--- config.mk ---
export PLATFORM = sky130hd
export DESIGN_NAME = parity_check_arbiter
export DESIGN_NICKNAME = d
export VERILOG_FILES = /design/src/rtl/parity_arb_pkg.sv /design/src/rtl/even_or_odd.sv /design/src/rtl/parity_check_arbiter.sv
export SDC_FILE = /design/constraint.sdc
export NUM_CORES = 1
export LEC_CHECK = 0
export CAP_MARGIN = 0
export CORE_MARGIN = 8
export CORE_UTILIZATION = 48
export CTS_CLUSTER_SIZE = 20
export DETAILED_ROUTE_END_ITERATION = 12
export GPL_TIMING_DRIVEN = 0
export PLACE_DENSITY = 0.8
export SETUP_SLACK_MARGIN = 0.05
export SKIP_CTS_REPAIR_TIMING = 1
export SYNTH_ARGS = -nofsm -noshare
export SYNTH_HDL_FRONTEND = slang
export SYNTH_SLANG_ARGS = --single-unit
--- constraint.sdc ---
create_clock -name clk -period 2.2 [get_ports clk]
set_clock_uncertainty 0.2 [all_clocks]
set_input_delay 0.55 -clock clk [delete_from_list [all_inputs] [get_ports clk]]
set_output_delay 0.55 -clock clk [all_outputs]
set_load 0.05 [all_outputs]
--- src/rtl/parity_arb_pkg.sv ---
// Shared types, default sizes and the round-robin winner search for parity_check_arbiter.
package parity_arb_pkg;

  typedef enum logic {IDLE = 1'b0, BUSY = 1'b1} state_e;

  localparam int DEF_WIDTH = 4;
  localparam int DEF_CNT_W = 16;
  localparam int MAX_REQ   = 16;

  // First set request bit at or above ptr, wrapping modulo num_req.
  function automatic logic [3:0] rr_winner(input logic [15:0] req, input logic [3:0] ptr,
                                           input int num_req);
    logic [3:0] win;
    logic       found;
    int         idx;
    win   = 4'd0;
    found = 1'b0;
    for (int k = 0; k < MAX_REQ; k++) begin
      idx = (int'(ptr) + k) % num_req;
      if (!found && (k < num_req) && req[idx[3:0]]) begin
        win   = idx[3:0];
        found = 1'b1;
      end
    end
    return win;
  endfunction

endpackage

--- src/rtl/even_or_odd.sv ---
// Shared classifier: flags an operand as even.
module even_or_odd #(
  parameter int WIDTH = 4
) (
  input  logic [WIDTH-1:0] number,
  output logic             even_odd
);

  assign even_odd = ~number[0];

endmodule

--- src/rtl/parity_check_arbiter.sv ---
// Round-robin arbiter sequencing NUM_REQ requesters through one even_or_odd classifier,
// with tagged results and saturating even/odd tallies.
module parity_check_arbiter
  import parity_arb_pkg::*;
#(
  parameter  int NUM_REQ = 4,
  parameter  int WIDTH   = DEF_WIDTH,
  parameter  int CNT_W   = DEF_CNT_W,
  localparam int ID_W    = $clog2(NUM_REQ)
) (
  input  logic                     clk,
  input  logic                     rst,
  input  logic [NUM_REQ-1:0]       req,
  input  logic [NUM_REQ*WIDTH-1:0] req_data,
  input  logic                     cnt_clr,
  output logic [NUM_REQ-1:0]       gnt,
  output logic                     rsp_valid,
  output logic [ID_W-1:0]          rsp_id,
  output logic                     rsp_even,
  output logic [CNT_W-1:0]         even_count,
  output logic [CNT_W-1:0]         odd_count
);

  state_e             state_q;
  logic [ID_W-1:0]    ptr_q, ptr_d;
  logic [ID_W-1:0]    id_q, win_d;
  logic [WIDTH-1:0]   num_q, num_d;
  logic [NUM_REQ-1:0] gnt_q, gnt_d;
  logic               rsp_valid_q, rsp_even_q;
  logic [ID_W-1:0]    rsp_id_q;
  logic [CNT_W-1:0]   even_cnt_q, odd_cnt_q;
  logic               even_odd_s;

  even_or_odd #(.WIDTH(WIDTH)) u_classifier (
    .number   (num_q),
    .even_odd (even_odd_s)
  );

  always_comb begin
    win_d = ID_W'(rr_winner(16'(req), 4'(ptr_q), NUM_REQ));
    num_d = req_data[int'(win_d)*WIDTH +: WIDTH];
    gnt_d = {{(NUM_REQ-1){1'b0}}, 1'b1} << win_d;
    if (win_d == ID_W'(NUM_REQ - 1)) begin
      ptr_d = '0;
    end else begin
      ptr_d = win_d + ID_W'(1);
    end
  end

  // req is only sampled in IDLE, so a requester dropping req at the end of its grant is never re-granted.
  always_ff @(posedge clk or posedge rst) begin
    if (rst) begin
      state_q     <= IDLE;
      ptr_q       <= '0;
      id_q        <= '0;
      num_q       <= '0;
      gnt_q       <= '0;
      rsp_valid_q <= 1'b0;
      rsp_id_q    <= '0;
      rsp_even_q  <= 1'b0;
    end else begin
      case (state_q)
        IDLE: begin
          rsp_valid_q <= 1'b0;
          if (|req) begin
            gnt_q   <= gnt_d;
            id_q    <= win_d;
            num_q   <= num_d;
            ptr_q   <= ptr_d;
            state_q <= BUSY;
          end else begin
            gnt_q <= '0;
          end
        end
        BUSY: begin
          gnt_q       <= '0;
          rsp_valid_q <= 1'b1;
          rsp_id_q    <= id_q;
          rsp_even_q  <= even_odd_s;
          state_q     <= IDLE;
        end
        default: begin
          gnt_q       <= '0;
          rsp_valid_q <= 1'b0;
          state_q     <= IDLE;
        end
      endcase
    end
  end

  // Clear has priority over a response landing on the same edge.
  always_ff @(posedge clk or posedge rst) begin
    if (rst) begin
      even_cnt_q <= '0;
      odd_cnt_q  <= '0;
    end else if (cnt_clr) begin
      even_cnt_q <= '0;
      odd_cnt_q  <= '0;
    end else if (rsp_valid_q) begin
      if (rsp_even_q && (even_cnt_q != {CNT_W{1'b1}})) begin
        even_cnt_q <= even_cnt_q + CNT_W'(1);
      end else if (!rsp_even_q && (odd_cnt_q != {CNT_W{1'b1}})) begin
        odd_cnt_q <= odd_cnt_q + CNT_W'(1);
      end else begin
        even_cnt_q <= even_cnt_q;
      end
    end else begin
      even_cnt_q <= even_cnt_q;
    end
  end

  assign gnt        = gnt_q;
  assign rsp_valid  = rsp_valid_q;
  assign rsp_id     = rsp_id_q;
  assign rsp_even   = rsp_even_q;
  assign even_count = even_cnt_q;
  assign odd_count  = odd_cnt_q;

endmodule

==> results.md, run 1 <==
- Final Max Tran Viols: 0
- Gr usage total: between 10% and 20%
- H-tree Lvls: 2
- Port-buffer cells: 49
- FF/Latch Area: 1160 µm²
- Vias in the first global route: between 1,500 and 2,000
- Clock buffer count from CTS: 5
- Setup TNS: 0 ns
- Final min period: roughly 2.1 ns
- Cell type group with the largest total delay on the critical path: simple AND/OR/NAND/NOR gates
- Fin nets: ~320
- CTS sink cnt: between 40 and 50
- CP peak stage delay: ~0.45 ns
- Worst hold path type: flop to flop
- Final Cycle Share: between 90% and 100%
- Layout filler cell count: 371
- Flop and latch count out of synthesis: 46
- Crit end category: flop
- Die Footprint: 7280 µm²
- Hold Fails Final Rpt: 0
- Pwr Density: between 700 and 800 nW/µm²
- GRT overflow: 0
- Drt first pass iters: 4
- Via Count: 1,987
- Synth warn: 0
- Post-route ant nets: 0
- Area Overhead vs Synth: 36.8%
- Global-route wire length before repair: about 8.9 mm
- Worst path arrival time: 2.10 ns
- Final WL: roughly 5.4 mm
- RSZ-0062 raised after global routing: no
- Critical-path top delay cell: clkdlybuf4s50_1
- Worst path bufs/invs: 1
- CP Launch Type: primary input
- Ordered cell list for the critical path: clkdlybuf4s50_1 > nor2b_1 > or4_4 > o21ai_4 > mux2i_1 > o221ai_1
- Max-Cap Viols: 0
- Post-synthesis sequential area ratio: around 50%
- Library cells used by synthesis: 46
- Critical path class: primary input to flop
- Setup slack after layout: approximately 0.075 ns
- Core ar.: 4690 µm²
- Hold slack: ~0.28 ns
- Most frequent cells in the layout: dlymetal6s2s_1 (43), dfrtp_1 (38), nor2_1 (32)
- Synthesized Nets: 260
- Max Buffers Root-to-Sink: 2
- Placed Area: around 2900 µm²
- Share of layout cells above drive strength 1: 12.6%
- Cell area after synthesis: approximately 2300 µm²
- Synth Flop Type: dfrtp_1
- Placer Congestion: 0.809
- Starting Density: about half
- I/O Pins: 63
- Reg clk slew, reported paths: roughly 0.09 ns
- Finished Cell Area: about 3200 µm²
- Placed Cells: around 340
- Slew HR: about two thirds
- Syn Area/Cell: ~9.9 µm²
- Antenna diode count: 0
- Most common cell after layout, fill and taps aside: dlymetal6s2s_1
- VDD IR max: 552 µV
- Async S/R FF share, synth: 100%
- Finished Layout Cells: roughly 350
- CTS tree: yes
- FMAX: ~470 MHz
- CTS root buf: clkbuf_8
- Worst-path fanout max: 6
- Area occupied by multi-input gates: approximately 1200 µm²
- Worst-margin pin slew: 0.523 ns
- Setup WS pre-CTS: -0.405 ns
- Static Leakage: ~2.0 nW
- Largest net degree at the start of global routing: 27
- Vias per inst: 5.71
- Final Setup Violations: 0
- Req. time, crit path: 2.17 ns
- Gate count of the mapped netlist: roughly 230
- EDFF count, synth: 0
- Initial antenna violation count: 0
- Routed WL per cell: 15.6 µm
- HPWL Detailed: ~4 mm
- Iter 0 DRT Violations: 93
- Outcome: complete, no violations
- Die Span X: around 85 µm
- Placement Rows: 25
- DIE HEIGHT: ~85 µm
- DRC: 0
- Clk_lat worst skew: 0.30 ns
[layout make-up]
| cell class | count | area share, % |
|---|---|---|
| sequential | 46 | 36.8 |
| multi-input combinational | 177 | 36.7 |
| timing repair buffer | 52 | 20.1 |
| clock buffer | 6 | 2.62 |
| tap | 54 | 2.14 |
| inverter | 7 | 0.832 |
| buffer | 4 | 0.515 |
| clock inverter | 2 | 0.396 |
[sequential cells by signal, summed over array words and instances, names as in the netlist]
| register | cells |
|---|---|
| num_q | 1 |
| rsp_even | 1 |
| gnt | 4 |
| state_q | 1 |
| rsp_valid | 1 |
| odd_count | 16 |
| even_count | 16 |
| id_q | 2 |
| rsp_id | 2 |
| ptr_q | 2 |
[final timing paths]
| path | start | to | slack, ns | depth (start not counted) |
|---|---|---|---|---|
| min in group asynchronous | rst | ptr_q[1]$_DFFE_PP0P_ | 0.36 | 2 |
| min | id_q[0]$_DFFE_PP0P_ | id_q[0]$_DFFE_PP0P_ | 0.28 | 2 |
| max reg2reg | even_count[0]$_DFFE_PP0P_ | even_count[5]$_DFFE_PP0P_ | 0.19 | 6 |
| max | req[2] | num_q[0]$_DFFE_PP0P_ | 0.08 | 6 |
| min reg2reg | id_q[0]$_DFFE_PP0P_ | id_q[0]$_DFFE_PP0P_ | 0.28 | 2 |
| max in group asynchronous | rst | odd_count[0]$_DFFE_PP0P_ | 0.94 | 3 |
[logic make-up (layout without fill, tap and decap cells)]
| group | Yosys count | in the layout | share of synthesized area [%] |
|---|---|---|---|
| simple gates | 111 | 111 | 24.7 |
| fa+ha+maj | 3 | 3 | 1.63 |
| mux | 7 | 7 | 3.20 |
| buf+inv | 11 | 71 | 1.84 |
| flops | 46 | 46 | 49.9 |
| xor+xnor | 22 | 22 | 8.35 |
| compound gates | 34 | 34 | 10.4 |
[cell usage after synthesis, types with 2 or more instances]
cell type   n  area share, %
a2111o_1    2           0.98
a211oi_1    2           0.65
a21o_1      2           0.65
a21oi_1     8            1.7
a31oi_1     3           0.81
and3_1      3           0.81
and4_1      3            1.1
clkbuf_1    3           0.49
dfrtp_1    46             50
ha_1        3            1.6
inv_1       7            1.1
mux2_2      3            1.5
mux2i_1     4            1.7
nand2_1    22            3.6
nand3_1    11            2.4
nand4_1     6            1.6
nor2_1     32            5.2
nor2b_1     4            1.1
nor3_1     13            2.8
nor3b_1     3           0.98
nor4_1      2           0.54
o21ai_0     6            1.3
o21bai_1    2           0.65
or3_1       2           0.54
xnor2_1    19            7.2
xor2_1      3            1.1
[per-stage QoR]
stage	utilization [%]	total power, mW
2_1_floorplan	-	1.59
3_3_place_gp	61.4	1.82
3_5_place_dp	61.8	1.85
4_1_cts	63.8	2.39
5_1_grt	67.3	2.54
6_report	67.3	2.43
[power by group]
| group | internal, mW | total [mW] | switching (mW) |
|---|---|---|---|
| sequential | 0.964 | 1.08 | 0.119 |
| combinational | 0.302 | 0.804 | 0.502 |
| clock | 0.253 | 0.543 | 0.290 |
[worst min-delay path: stages, from the launching register on]
cell and delay, ns:
dfrtp_1 0.35, nand2_1 0.05, nand2_1 0.05
[per-layer routing]
metal  global-route usage, %  routed length (µm)  up-vias
met5                       0                   0        -
met3                    3.76                 232        6
li1                        -                   -      955
met1                    16.9                2350      981
met4                    3.82                  59        0
met2                    26.5                2770       45
No activity file was read; power rests on OpenSTA's default activity.
==> run 2: changes to the inputs <==
Settings changed: CORE_UTILIZATION 48 to 43, PLACE_DENSITY 0.8 to 0.75.
Clock period 2.2 ns to 1.9 ns, I/O delays scaled along.
==> run 2 against run 1 <==
  * Highest routed layer unchanged
  * Final cell count increased by 14%
  * Clock-buffer cell count increased by 1
  * The flow now finishes with violations (negative setup slack)
  * Sequential power increased by 17%
  * Via count increased by 6.6%
  * Core utilization decreased by 0.34 points
  * Critical endpoint is now odd_count[10]$_DFFE_PP0P_
  * First-iteration DRC count increased by 18%
  * Largest cell class is now multi-input combinational cells
  * Critical path type is now flop to flop
==> results.md, run 2 (synthesis gave the netlist of run 1 again) <==
- Outcome: finished, violations left (was complete, no violations)
- Failing checks: negative setup slack
- Slew HR: 64.4% (was 65.1%)
- Die Footprint: 7970 µm² (was 7280 µm²)
- GRT overflow: 0 (unchanged)
- Via Count: 2,119 (was 1,987)
- Die Span X: 89.3 µm (was 85.3 µm)
- Area Overhead vs Synth: 49.1% (was 36.8%)
- Area occupied by multi-input gates: 1320 µm² (was 1160 µm²)
- Placement Rows: 26 (was 25)
- Static Leakage: 1.75 nW (was 1.95 nW)
- Initial antenna violation count: 0 (unchanged)
- VDD IR max: 860 µV (was 552 µV)
- Most common cell after layout, fill and taps aside: buf_4 (was dlymetal6s2s_1)
- Global-route wire length before repair: 9.32 mm (was 8.91 mm)
- Vias in the first global route: 1,924 (was 1,909)
- Post-route ant nets: 0 (unchanged)
- CP Launch Type: flop (was primary input)
- DRC: 0 (unchanged)
- Final Setup Violations: 2 (was 0)
- Starting Density: 44.9% (was 49.2%)
- Final Max Tran Viols: 0 (unchanged)
- Placed Area: 3060 µm² (was 2900 µm²)
- Crit end category: flop (unchanged)
- CTS tree: yes (unchanged)
- Iter 0 DRT Violations: 110 (was 93)
- Finished Cell Area: 3440 µm² (was 3160 µm²)
- DIE HEIGHT: 89.3 µm (was 85.3 µm)
- Setup slack after layout: -0.0514 ns (was 0.0751 ns)
- Critical path class: flop to flop (was primary input to flop)
- Int Pwr: 1.85 mW (was 1.52 mW)
- HPWL Detailed: 4.15 mm (was 3.95 mm)
- Ordered cell list for the critical path: nand4b_1 > or3_4 > buf_4 > a31oi_2 > xnor2_1 > nor2_1 (was clkdlybuf4s50_1 > nor2b_1 > or4_4 > o21ai_4 > mux2i_1 > o221ai_1)
- H-tree Lvls: 2 (unchanged)
- Critical-path top delay cell: dfrtp_2 (was clkdlybuf4s50_1)
- Sw Share: 37.1% (was 37.5%)
- CTS root buf: clkbuf_8 (unchanged)
- Worst path arrival time: 1.92 ns (was 2.10 ns)
- Reg clk slew, reported paths: 0.08 ns (was 0.09 ns)
- Layout filler cell count: 415 (was 371)
- P_sw: 1.09 mW (was 0.910 mW)
- Worst-path fanout max: 7 (was 6)
- Gr usage total: 15.0% (was 14.8%)
- Port-buffer cells: 49 (unchanged)
- FF/Latch Area: 1190 µm² (was 1160 µm²)
- Clk_lat worst skew: 0.30 ns (about the same)
- I/O Pins: 63 (unchanged)
- Comb pwr share: 36.4% (was 33.1%)
- Most frequent cells in the layout: buf_4 (36), dfrtp_2 (34), nor2_1 (30) (was dlymetal6s2s_1 (43), dfrtp_1 (38), nor2_1 (32))
- CP peak stage delay: 0.47 ns (was 0.45 ns)
- Antenna diode count: 0 (unchanged)
- Drt first pass iters: 4 (unchanged)
- Pwr Density: 853 nW/µm² (was 770 nW/µm²)
- RSZ-0062 raised after global routing: yes (was no)
- Setup slack, reg-to-reg: -0.05 ns (was 0.19 ns)
- Req. time, crit path: 1.87 ns (was 2.17 ns)
- Routed WL per cell: 15.6 µm (about the same)
- Final WL: 6.20 mm (was 5.42 mm)
- Max-Cap Viols: 0 (unchanged)
- Final min period: 1.95 ns
- Fin nets: 352 (was 319)
- Placer Congestion: 0.844 (was 0.809)
- FMAX: between 500 and 600 MHz
- Final Cycle Share: 103%
- Vias per inst: 5.34 (was 5.71)
- Clk pwr share: 20.8% (was 22.3%)
- Largest net degree at the start of global routing: 25 (was 27)
- Reg power frac: 42.8% (was 44.6%)
- CTS sink cnt: 46 (unchanged)
- Worst-margin pin slew: 0.533 ns (was 0.523 ns)
- Clock buffer count from CTS: 5 (unchanged)
- Core ar.: 5140 µm² (was 4690 µm²)
- Hold Fails Final Rpt: 0 (unchanged)
- Setup TNS: -0.0530 ns (was 0 ns)
- Max Buffers Root-to-Sink: 2 (unchanged)
- Worst hold path type: flop to flop (unchanged)
- Share of layout cells above drive strength 1: 43.7% (was 12.6%)
## run 2: cell count changes in the layout (fill, tap and decap cells not counted), sizes merged
cell           change
clkbuf            +25
dlymetal6s2s      -23
clkdlybuf4s50      -1
buf               +33
clkinvlp           -1
## run 2: path summary, 6_finish.rpt
kind / from / cells past startpoint / to
max: rsp_even$_DFFE_PP0P_ / 6 / odd_count[10]$_DFFE_PP0P_
min: num_q[0]$_DFFE_PP0P_ / 1 / rsp_even$_DFFE_PP0P_
max reg2reg: rsp_even$_DFFE_PP0P_ / 6 / odd_count[10]$_DFFE_PP0P_
min reg2reg: num_q[0]$_DFFE_PP0P_ / 1 / rsp_even$_DFFE_PP0P_
max in group asynchronous: rst / 3 / odd_count[14]$_DFFE_PP0P_
min in group asynchronous: rst / 2 / gnt[2]$_DFF_PP0_
## run 2: final cells by class
| type | count | area share (%) |
|---|---|---|
| Tap cell | 70 | 2.55 |
| Clock buffer | 7 | 2.51 |
| Inverter | 7 | 0.764 |
| Buffer | 4 | 0.545 |
| Sequential cell | 46 | 34.7 |
| Multi-Input combinational cell | 177 | 38.4 |
| Clock inverter | 1 | 0.145 |
| Timing Repair Buffer | 85 | 20.4 |
## run 2: worst max-delay path, delay by kind of cell, from the launching register on
kind            cells  cell delay, ns
compound gates      1            0.17
flops               1            0.47
simple gates        3            0.68
xor+xnor            1            0.15
buf+inv             1            0.15
## run 2: layer usage
metal  wire length, µm  track usage [%]
met5                 0                0
met3               344             5.24
met4                69             4.23
met1              2540             17.5
met2              3250             25.3
## run 2: power by group through the flow
| stage | clock [mW] | sequential, mW | combinational (mW) |
|---|---|---|---|
| global placement | 0 | 1.28 | 0.892 |
| global route | 0.672 | 1.28 | 1.16 |
| floorplan | 0 | 1.53 | 0.366 |
| CTS | 0.626 | 1.27 | 0.921 |
| finish | 0.610 | 1.26 | 1.07 |
| detailed placement | 0 | 1.28 | 0.915 |
## run 2: per-stage QoR
step	utilization, %	total power, mW	std cells	setup slack [ns]	hold WS (ns)
2_1_floorplan	-	1.90	234	-0.121	0.222
3_3_place_gp	59.2	2.18	353	-0.922	0.236
3_5_place_dp	59.6	2.20	354	-0.559	0.245
5_1_grt	66.9	3.11	397	-0.132	0.299
4_1_cts	61.3	2.81	362	-0.399	0.256
6_report	66.9	2.94	397	-0.0514	0.253
